`config.mk`:
```
export PLATFORM = sky130hd
export DESIGN_NAME = sfp_port_status
export DESIGN_NICKNAME = d
export VERILOG_FILES = /design/src/rtl/sfp_status_pkg.sv /design/src/rtl/sfp_port_fsm.sv /design/src/rtl/sfp_port_status.sv
export SDC_FILE = /design/constraint.sdc
export NUM_CORES = 1
export LEC_CHECK = 0
export CORE_ASPECT_RATIO = 1.5
export CORE_MARGIN = 2
export CORE_UTILIZATION = 50
export DETAILED_ROUTE_END_ITERATION = 8
export PLACE_DENSITY = 0.81
export SLEW_MARGIN = 20
export SYNTH_ARGS = -nofsm -noshare
export SYNTH_HDL_FRONTEND = slang
export SYNTH_SLANG_ARGS = --single-unit
```
`constraint.sdc`:
```
create_clock -name clk_i -period 2.7 [get_ports clk_i]
set_clock_uncertainty 0.15 [all_clocks]
set_input_delay 0.54 -clock clk_i [delete_from_list [all_inputs] [get_ports clk_i]]
set_output_delay 0.54 -clock clk_i [all_outputs]
set_load 0.01 [all_outputs]
```
`src/rtl/sfp_status_pkg.sv`:
```
// Shared types and constants for the multi-port SFP status / LED controller.
//   port_state_e : per-port state machine encoding
//   LED_LINK     : offset of the link/fault LED within a port's LED pair
//   LED_ACT      : offset of the activity LED within a port's LED pair
package sfp_status_pkg;

    typedef enum logic [1:0] {
        DISABLED = 2'd0,
        DOWN     = 2'd1,
        UP       = 2'd2,
        FAULT    = 2'd3
    } port_state_e;

    localparam int unsigned LED_LINK = 0;
    localparam int unsigned LED_ACT  = 1;

endpackage

```
`src/rtl/sfp_port_fsm.sv`:
```
// Status logic for one SFP cage: RX_LOS / TX_FAULT synchronisers, link state
// machine with debounce counter, and activity-LED stretch counter.
// Ports:
//   clk_i, resetn_i      core clock, asynchronous active-low reset
//   enable_i             software enable for this port
//   rx_los_i, tx_fault_i asynchronous cage status pins
//   frame_sent_i,
//   frame_received_i     one-cycle MAC statistics strobes
//   blink_i              shared blink phase, shown on the link LED in FAULT
//   tx_disable_o         laser disable
//   link_up_o            high while in UP
//   led_link_o           link/fault LED
//   led_act_o            stretched activity LED
module sfp_port_fsm
    import sfp_status_pkg::*;
#(
    parameter int unsigned DEBOUNCE_CYCLES = 65536,
    parameter int unsigned STRETCH_CYCLES  = 1 << 20
) (
    input  logic clk_i,
    input  logic resetn_i,
    input  logic enable_i,
    input  logic rx_los_i,
    input  logic tx_fault_i,
    input  logic frame_sent_i,
    input  logic frame_received_i,
    input  logic blink_i,
    output logic tx_disable_o,
    output logic link_up_o,
    output logic led_link_o,
    output logic led_act_o
);

    localparam int unsigned DbW = $clog2(DEBOUNCE_CYCLES + 1);
    localparam int unsigned StW = $clog2(STRETCH_CYCLES + 1);

    // Count value whose increment would reach DEBOUNCE_CYCLES.
    localparam logic [DbW-1:0] DbLast = DbW'(DEBOUNCE_CYCLES - 1);
    localparam logic [StW-1:0] StLoad = StW'(STRETCH_CYCLES);

    logic [1:0]     los_sync_q;
    logic [1:0]     flt_sync_q;
    logic           los_s;
    logic           flt_s;
    port_state_e    state_q, state_d;
    logic [DbW-1:0] db_q, db_d;
    logic [StW-1:0] st_q, st_d;

    assign los_s = los_sync_q[1];
    assign flt_s = flt_sync_q[1];

    // LOS synchroniser resets to "signal lost" so no debounce credit is earned
    // before the real pin value arrives; fault resets clear so an enabled
    // port is not pushed into FAULT by the reset value itself.
    always_ff @(posedge clk_i or negedge resetn_i) begin
        if (!resetn_i) begin
            los_sync_q <= 2'b11;
            flt_sync_q <= 2'b00;
        end else begin
            los_sync_q <= {los_sync_q[0], rx_los_i};
            flt_sync_q <= {flt_sync_q[0], tx_fault_i};
        end
    end

    always_comb begin
        state_d = state_q;
        db_d    = db_q;
        unique case (state_q)
            DISABLED: begin
                state_d = DOWN;
            end
            DOWN: begin
                if (flt_s) begin
                    state_d = FAULT;
                end else if (los_s) begin
                    db_d = '0;
                end else if (db_q == DbLast) begin
                    state_d = UP;
                end else begin
                    db_d = db_q + DbW'(1);
                end
            end
            UP: begin
                if (flt_s) begin
                    state_d = FAULT;
                end else if (los_s) begin
                    state_d = DOWN;
                end
            end
            FAULT: begin
                if (flt_s) begin
                    db_d = '0;
                end else if (db_q == DbLast) begin
                    state_d = DOWN;
                end else begin
                    db_d = db_q + DbW'(1);
                end
            end
            default: begin
                state_d = DISABLED;
            end
        endcase
        // Disable outranks every other transition.
        if (!enable_i) begin
            state_d = DISABLED;
        end
        if (state_d != state_q) begin
            db_d = '0;
        end
    end

    // Forcing on the next state lets a disable or link drop blank the LED on
    // the same edge the state leaves UP.
    always_comb begin
        st_d = st_q;
        if (state_d != UP) begin
            st_d = '0;
        end else if ((state_q == UP) && (frame_sent_i || frame_received_i)) begin
            st_d = StLoad;
        end else if (st_q != '0) begin
            st_d = st_q - StW'(1);
        end
    end

    always_ff @(posedge clk_i or negedge resetn_i) begin
        if (!resetn_i) begin
            state_q <= DISABLED;
            db_q    <= '0;
            st_q    <= '0;
        end else begin
            state_q <= state_d;
            db_q    <= db_d;
            st_q    <= st_d;
        end
    end

    always_comb begin
        tx_disable_o = (state_q == DISABLED) || (state_q == FAULT);
        link_up_o    = (state_q == UP);
        led_link_o   = (state_q == UP) || ((state_q == FAULT) && blink_i);
        led_act_o    = (st_q != '0);
    end

endmodule

```
`src/rtl/sfp_port_status.sv`:
```
// Multi-port SFP status and LED controller. One sfp_port_fsm per cage plus a
// shared free-running blink counter.
// Ports:
//   clk_i, resetn_i   core clock, asynchronous active-low reset
//   port_enable_i     software enable per port
//   rx_los_i          SFP loss of signal per port (asynchronous)
//   tx_fault_i        SFP transmitter fault per port (asynchronous)
//   frame_sent_i      MAC tx statistics strobe per port
//   frame_received_i  MAC rx statistics strobe per port
//   tx_disable_o      laser disable per port
//   link_up_o         high while the port is UP
//   led_o             {activity, link/fault} pair per port
//   blink_o           MSB of the blink counter
module sfp_port_status
    import sfp_status_pkg::*;
#(
    parameter int unsigned NUM_PORTS       = 4,
    parameter int unsigned BLINK_BITS      = 25,
    parameter int unsigned DEBOUNCE_CYCLES = 65536,
    parameter int unsigned STRETCH_CYCLES  = 1 << 20
) (
    input  logic                   clk_i,
    input  logic                   resetn_i,
    input  logic [NUM_PORTS-1:0]   port_enable_i,
    input  logic [NUM_PORTS-1:0]   rx_los_i,
    input  logic [NUM_PORTS-1:0]   tx_fault_i,
    input  logic [NUM_PORTS-1:0]   frame_sent_i,
    input  logic [NUM_PORTS-1:0]   frame_received_i,
    output logic [NUM_PORTS-1:0]   tx_disable_o,
    output logic [NUM_PORTS-1:0]   link_up_o,
    output logic [2*NUM_PORTS-1:0] led_o,
    output logic                   blink_o
);

    logic [BLINK_BITS-1:0] blink_q, blink_d;

    assign blink_d = blink_q + BLINK_BITS'(1);
    assign blink_o = blink_q[BLINK_BITS-1];

    always_ff @(posedge clk_i or negedge resetn_i) begin
        if (!resetn_i) begin
            blink_q <= '0;
        end else begin
            blink_q <= blink_d;
        end
    end

    for (genvar p = 0; p < NUM_PORTS; p++) begin : g_port
        sfp_port_fsm #(
            .DEBOUNCE_CYCLES (DEBOUNCE_CYCLES),
            .STRETCH_CYCLES  (STRETCH_CYCLES)
        ) u_port (
            .clk_i            (clk_i),
            .resetn_i         (resetn_i),
            .enable_i         (port_enable_i[p]),
            .rx_los_i         (rx_los_i[p]),
            .tx_fault_i       (tx_fault_i[p]),
            .frame_sent_i     (frame_sent_i[p]),
            .frame_received_i (frame_received_i[p]),
            .blink_i          (blink_o),
            .tx_disable_o     (tx_disable_o[p]),
            .link_up_o        (link_up_o[p]),
            .led_link_o       (led_o[2*p+LED_LINK]),
            .led_act_o        (led_o[2*p+LED_ACT])
        );
    end

endmodule
```
# Word-level counts from Yosys, hierarchy flattened
# Index checks and enable logic that the tools add are counted.
# Widths: inputs -> output; s select.
op_classes:
  n_addsub: 9
  multipliers: 0
  div: 0
  magnitude_cmp: 0
  n_eq_ne: 28
  n_shift: 0
  n_mux: 72
  n_bitwise: 0
  n_reduce_logical: 40
ops:
  columns: ["cell", "n"]
  rows:
  - ["$mux 17", 20]
  - ["$mux 21", 12]
  - ["$pmux 17 s2", 4]
  - ["$reduce_bool 21->1", 4]
  - ["$sub 21x1->21 const B", 4]
  - ["$add 17x1->17 const B", 4]
  - ["$eq 17x16->1 const B", 4]
  - ["$mux 2", 32]
  - ["$pmux 2 s4", 4]
  - ["$add 25x1->25 const B", 1]
  - ["$reduce_bool 3->1", 8]
  - ["$eq 2x2->1 const B", 8]
  - ["$logic_or 1x1->1", 12]
  - ["$ne 3x3->1 const B", 4]
  - ["$eq 2x1->1 const B", 4]
  - ["$logic_and 1x1->1", 8]
  - ["$logic_not 2->1", 4]
  - ["$ne 2x2->1", 4]
  - ["$ne 2x2->1 const B", 4]
  - ["$reduce_and 2->1", 4]
totals:
  regBits: 201
  latchBits: 0
  mem_bits_rw: 0
  rom_bits: 0
  inputBits: 22
  output_inout_bits: 17
  n_memories: 0

# Longest topological paths before layout
depth:
  depth_word: 9
  ltp_mapped: 11
  ltp_nobuf: 9

# By module
# From an unflattened synthesis, not the netlist that was laid out.
hier_totals:
  cells_unflattened: 1191
  area_unflattened_um2: 11872.6
modules_own_cells:
  columns: ["module", "instances", "cells_each", "area_per_inst_um2"]
  rows:
  - ["sfp_port_fsm at g_port[1].u_port ...", 3, 271, 2715.1]
  - ["sfp_port_fsm at g_port[0].u_port", 1, 280, 2611.3]
  - ["sfp_port_status", 1, 98, 1116.1]

# Worst setup path after synthesis
# OpenSTA, ideal clock, no wires.
synth_path:
  path_kind: "reg-to-reg"
  startpoint: "reg g_port[1].u_port.state_q[1]"
  endpoint: "reg g_port[1].u_port.db_q[10]"
  t_arrival_ns: 2.317
  t_required_ns: 2.429
  path_slack_ns: 0.112
  path_stages_with_launch: 11
  n_path_buf: 2
  period_less_slack_ns: 2.588
  cell_sequence: "dfrtp_1 inv_1 ha_1 or4b_2 a21oi_1 nor2_1 o22ai_1 a211o_1 clkbuf_1 buf_2 nor2_1"
synth_between:
  elab_chain_cells: 8
synth_lines:
  columns: ["element", "line", "rtl"]
  rows:
  - ["from (decl)", "sfp_port_fsm.sv:45", "port_state_e state_q, state_d;"]
  - ["from (signal assigned)", "sfp_port_fsm.sv:131", "state_q <= state_d;"]
  - ["$mux 2", "sfp_port_fsm.sv:77", "end else if (db_q == DbLast) begin"]
  - ["$mux 2", "sfp_port_fsm.sv:75", "end else if (los_s) begin"]
  - ["$mux 2", "sfp_port_fsm.sv:73", "if (flt_s) begin"]
  - ["$pmux 2 s4", "sfp_port_fsm.sv:68", "unique case (state_q)"]
  - ["$mux 2", "sfp_port_fsm.sv:104", "if (!enable_i) begin"]
  - ["$ne 2x2->1", "sfp_port_fsm.sv:107", "if (state_d != state_q) begin"]
  - ["$ne 3x3->1 (no source line) / $reduce_bool 3->1 (equally long branches)", null, null]
  - ["$reduce_and 2->1 (no source line)", null, null]
  - ["to (signal assigned)", "sfp_port_fsm.sv:128", "db_q <= '0;"]
  - ["to (signal assigned)", "sfp_port_fsm.sv:132", "db_q <= db_d;"]
  - ["to (decl)", "sfp_port_fsm.sv:46", "logic [DbW-1:0] db_q, db_d;"]
# Several ways; a longest one is shown, not always the timed one.
# A chain may end at the register's enable or synchronous reset.

# Final worst setup path
layout_path:
  startpoint: "reg g_port[1].u_port.st_q[9]"
  endpoint: "out led_o[3]"
layout_between:
  elab_chain_cells: 1
layout_lines:
  columns: ["element", "line", "rtl"]
  rows:
  - ["from (decl)", "sfp_port_fsm.sv:47", "logic [StW-1:0] st_q, st_d;"]
  - ["from (signal assigned)", "sfp_port_fsm.sv:133", "st_q <= st_d;"]
  - ["$reduce_bool 21->1", "sfp_port_fsm.sv:141", "led_act_o = (st_q != '0);"]
  - ["to (decl)", "sfp_port_status.sv:31", "output logic [2*NUM_PORTS-1:0] led_o,"]
# Every way passes these cells.

==> run_summary.xml <==
<?xml version="1.0" encoding="UTF-8"?>
<metrics>
  <group name="sta">
    <metric name="crit_path_time_final" unit="ns">2.69</metric>
    <metric name="finalHoldViolCount" unit="">0</metric>
    <metric name="highest_achievable_clock_rate" unit="MHz">371</metric>
    <metric name="setup_viol" unit="">0</metric>
    <metric name="worstMarginPinSlew" unit="ns">0.652</metric>
    <metric name="rsz0062_at_grt" unit="">yes</metric>
    <metric name="maxSlewViolCount" unit="">0</metric>
    <metric name="slew_limit_headroom" unit="%">56.1</metric>
    <metric name="final.period_utilization" unit="%">99.7</metric>
  </group>
  <group name="global_route">
    <metric name="grt_antenna_before_repair" unit="">0</metric>
    <metric name="grt_start_max_net_pins" unit="">58</metric>
    <metric name="gr-total-overflow" unit="">0</metric>
    <metric name="gr-usage-all-layers" unit="%">20.0</metric>
    <metric name="via_count_of_the_first_global_routing_pass" unit="">8534</metric>
    <metric name="grt_pass1_wl" unit="um">37800</metric>
  </group>
  <group name="placed_design">
    <metric name="globalplace.congestion" unit="">0.810</metric>
    <metric name="post-place-cells" unit="">1409</metric>
    <metric name="hpwl_after_detailed_placement" unit="um">14600</metric>
    <metric name="portBuffers" unit="">38</metric>
    <metric name="dpl-instance-area" unit="um^2">11500</metric>
  </group>
  <group name="floorplanning">
    <metric name="ioPinCount" unit="">39</metric>
    <metric name="initial_core_util" unit="%">50.6</metric>
    <metric name="fp.coreArea" unit="um^2">20900</metric>
    <metric name="dieArea" unit="um^2">22400</metric>
    <metric name="die_height" unit="um">182</metric>
    <metric name="width_of_the_chip" unit="um">123</metric>
    <metric name="std_cell_rows" unit="">65</metric>
  </group>
  <group name="yosys">
    <metric name="synth_top_cell_by_area" unit="">dfrtp_1</metric>
    <metric name="synth.avg_cell_area" unit="um^2">9.63</metric>
    <metric name="netlist-cell-type-count" unit="">75</metric>
    <metric name="synth.top_cells.by_area" unit="">dfrtp_1 (46%), xnor2_1 (7.4%), nor2_1 (7.0%)</metric>
    <metric name="seq_area_frac_synth" unit="%">47.6</metric>
    <metric name="synth_nets" unit="">1146</metric>
    <metric name="synth_top_area_share" unit="%">45.6</metric>
    <metric name="synth_edf_count" unit="">0</metric>
    <metric name="synthFlopType" unit="">dfrtp_1</metric>
    <metric name="yosysWarningCount" unit="">0</metric>
    <metric name="synth_area" unit="um^2">10600</metric>
    <metric name="synth.most_common_cell" unit="">nor2_1</metric>
    <metric name="post_synth_inst_count" unit="">1099</metric>
    <metric name="netlist_top_cells_count" unit="">nor2_1 (198), dfrtp_1 (193), xnor2_1 (89)</metric>
    <metric name="synth-seq-cells" unit="">201</metric>
    <metric name="synth-async-reset-ratio" unit="%">100</metric>
  </group>
  <group name="final_layout">
    <metric name="n_antenna_cell" unit="">0</metric>
    <metric name="num-fill-cells" unit="">1660</metric>
    <metric name="final_cell_count_without_fillers" unit="">1465</metric>
    <metric name="design.final.nets" unit="">1231</metric>
    <metric name="area_growth" unit="%">18.4</metric>
    <metric name="fin_area" unit="um^2">12500</metric>
    <metric name="share_of_final_layout_standard_cells_stronger_than_drive_strength_1" unit="%">14.5</metric>
  </group>
  <group name="min_path">
    <metric name="worst_hold_path_type" unit="">flop to flop</metric>
  </group>
  <group name="clock_network">
    <metric name="clock_sink_count" unit="">201</metric>
    <metric name="clock_tree_from_tritoncts" unit="">done</metric>
    <metric name="cts_inserted_buffers" unit="">20</metric>
    <metric name="clock_network_latency_to_the_later_pin_of_the_worst_skew_pair" unit="ns">0.49</metric>
    <metric name="ctsRootBufferMaster" unit="">clkbuf_16</metric>
    <metric name="clockBufferDepth" unit="">3</metric>
    <metric name="cts.clk_slew.worst_paths" unit="ns">0.07</metric>
    <metric name="clock_tree.htree_level_count" unit="">1</metric>
  </group>
  <group name="route">
    <metric name="antenna_left" unit="">0</metric>
    <metric name="drt_pass1_iterations" unit="">7</metric>
    <metric name="route.detailed.vias_per_inst" unit="">5.68</metric>
    <metric name="detailedRoute.firstIterationViolations" unit="">458</metric>
    <metric name="wl_per_cell" unit="um">15.5</metric>
    <metric name="num_vias" unit="">8323</metric>
    <metric name="post-route-drc-count" unit="">0</metric>
    <metric name="drt_wl_total" unit="um">22600</metric>
  </group>
  <group name="setup_path">
    <metric name="critical_setup_path_kind" unit="">flop to primary output</metric>
    <metric name="cp_data_arrival_time" unit="ns">2.00</metric>
    <metric name="critical_path.max_fanout" unit="">2</metric>
    <metric name="cp.required" unit="ns">2.01</metric>
    <metric name="worst_setup_path_end_kind" unit="">primary output</metric>
    <metric name="setup.worst_path.start_class" unit="">flop</metric>
  </group>
  <group name="status">
    <metric name="run_status" unit="">completed</metric>
  </group>
  <group name="pwr">
    <metric name="power.leakage" unit="uW">0.00543</metric>
    <metric name="total_power" unit="uW">6530</metric>
    <metric name="p_switching" unit="uW">1510</metric>
    <metric name="power_frac_comb" unit="%">8.3</metric>
    <metric name="clock_network_power_share" unit="%">44.1</metric>
    <metric name="power.sequential.fraction" unit="%">47.6</metric>
    <metric name="cellPowerDensity" unit="nW/um^2">521</metric>
    <metric name="power_switching_share" unit="%">23.2</metric>
    <metric name="internal_power" unit="uW">5020</metric>
    <metric name="irDropWorstVdd" unit="uV">455</metric>
  </group>
  <group name="run">
    <metric name="maxCapViolCount" unit="">0</metric>
  </group>
</metrics>
==> power groups by stage <==
stage	Combinational, uW	Clock, uW	Sequential (uW)
6_report	542	2880	3110
5_1_grt	605	3060	3110
4_1_cts	520	2940	3100
3_5_place_dp	503	0	3150
3_3_place_gp	490	0	3150
2_1_floorplan	307	0	3140
==> critical path, stage by stage, from the launching register on <==
cell and delay (ns):
dfrtp_1 0.38, or4_4 0.56, nor3_4 0.20, and3_4 0.21, inv_2 0.04, buf_6 0.11
==> state kept, by name, indices dropped and copies added, names as in the netlist <==
register and count:
g_port.u_port.state_q 8, g_port.u_port.flt_sync_q 8, g_port.u_port.db_q 68, blink_q 25, g_port.u_port.los_sync_q 8, g_port.u_port.st_q 84
==> stage by stage <==
stage	hold WS (ns)	setup WS [ns]	utilization, %	setup TNS [ns]
after floorplan	0.0944	0.112	-	0
after detailed placement	0.185	0.0956	54.8	0
after CTS	0.198	0.00580	59.1	0
final	0.197	0.00699	60.0	0
after global routing	0.203	-0.0524	60.0	-0.136
after global placement	0.182	0.122	54.8	0
==> kinds of logic after synthesis <==
family                     Yosys count  share of synthesized area [%]
AOI/OAI and AO/OA                  128                           8.70
DFF                                201                           47.6
adders and majority gates           25                           2.96
muxes                                5                          0.473
and+or+nand+nor                    522                           25.2
buffers and inverters               79                           3.55
xor gates and xnor gates           139                           11.5
==> routing by layer <==
layer	up-vias	GRT usage [%]	wire, um
li1	3994	-	-
met5	-	0	0
met4	0	7.17	612
met1	4111	23.6	9100
met2	176	36.9	12200
met3	42	2.19	710
==> final cells by class <==
type	count	area, um^2	area share [%]
clock inverters	5	75.1	0.599
flip-flops and latches	201	5050	40.3
inverters	38	145	1.16
repair buffers	102	911	7.27
well taps	268	335	2.68
clock buffers	30	609	4.86
multi-input cells	821	5410	43.2
==> final timing paths <==
path | from | endpoint | slack (ns) | cells past startpoint
max in group asynchronous | resetn_i | g_port[2].u_port.los_sync_q[1] | 1.28 | 3
setup reg to reg | g_port[3].u_port.db_q[0] | g_port[3].u_port.st_q[1] | 0.10 | 8
setup / recovery | g_port[1].u_port.st_q[9] | led_o[3] | 0.007 | 5
hold / removal | g_port[2].u_port.flt_sync_q[0] | g_port[2].u_port.flt_sync_q[1] | 0.20 | 0
min in group asynchronous | resetn_i | g_port[3].u_port.st_q[6] | 0.38 | 2
hold reg to reg | g_port[2].u_port.flt_sync_q[0] | g_port[2].u_port.flt_sync_q[1] | 0.20 | 0
==> layout by cell type, fill, tap and decap left out, types with 7 or more instances in the layout <==
cell type / instances
a21oi_1: 25
and3_1: 17
and4_1: 12
buf_4: 59
clkbuf_16: 21
clkdlybuf4s50_1: 30
dfrtp_1: 186
dfrtp_2: 7
dfstp_2: 8
ha_1: 18
inv_1: 31
nand2_1: 60
nand2b_1: 13
nand3_1: 47
nand3b_1: 8
nand4_1: 22
nor2_1: 197
nor2b_1: 18
nor3_1: 34
nor4_1: 18
o211ai_1: 7
o21ai_0: 22
or3_1: 16
or4_1: 9
xnor2_1: 89
xor2_1: 50
==> what timing repair did <==
action                                  4_1_cts  5_1_grt
endpoints found under the setup margin       13       73
resized for setup                            40       32
cloned                                        0        2
buffers inserted                             13        5
hold buffers                                  1        0
endpoints found under the hold margin        26        0
pin swaps                                     7        9
No activity file was read; power rests on OpenSTA's default activity.
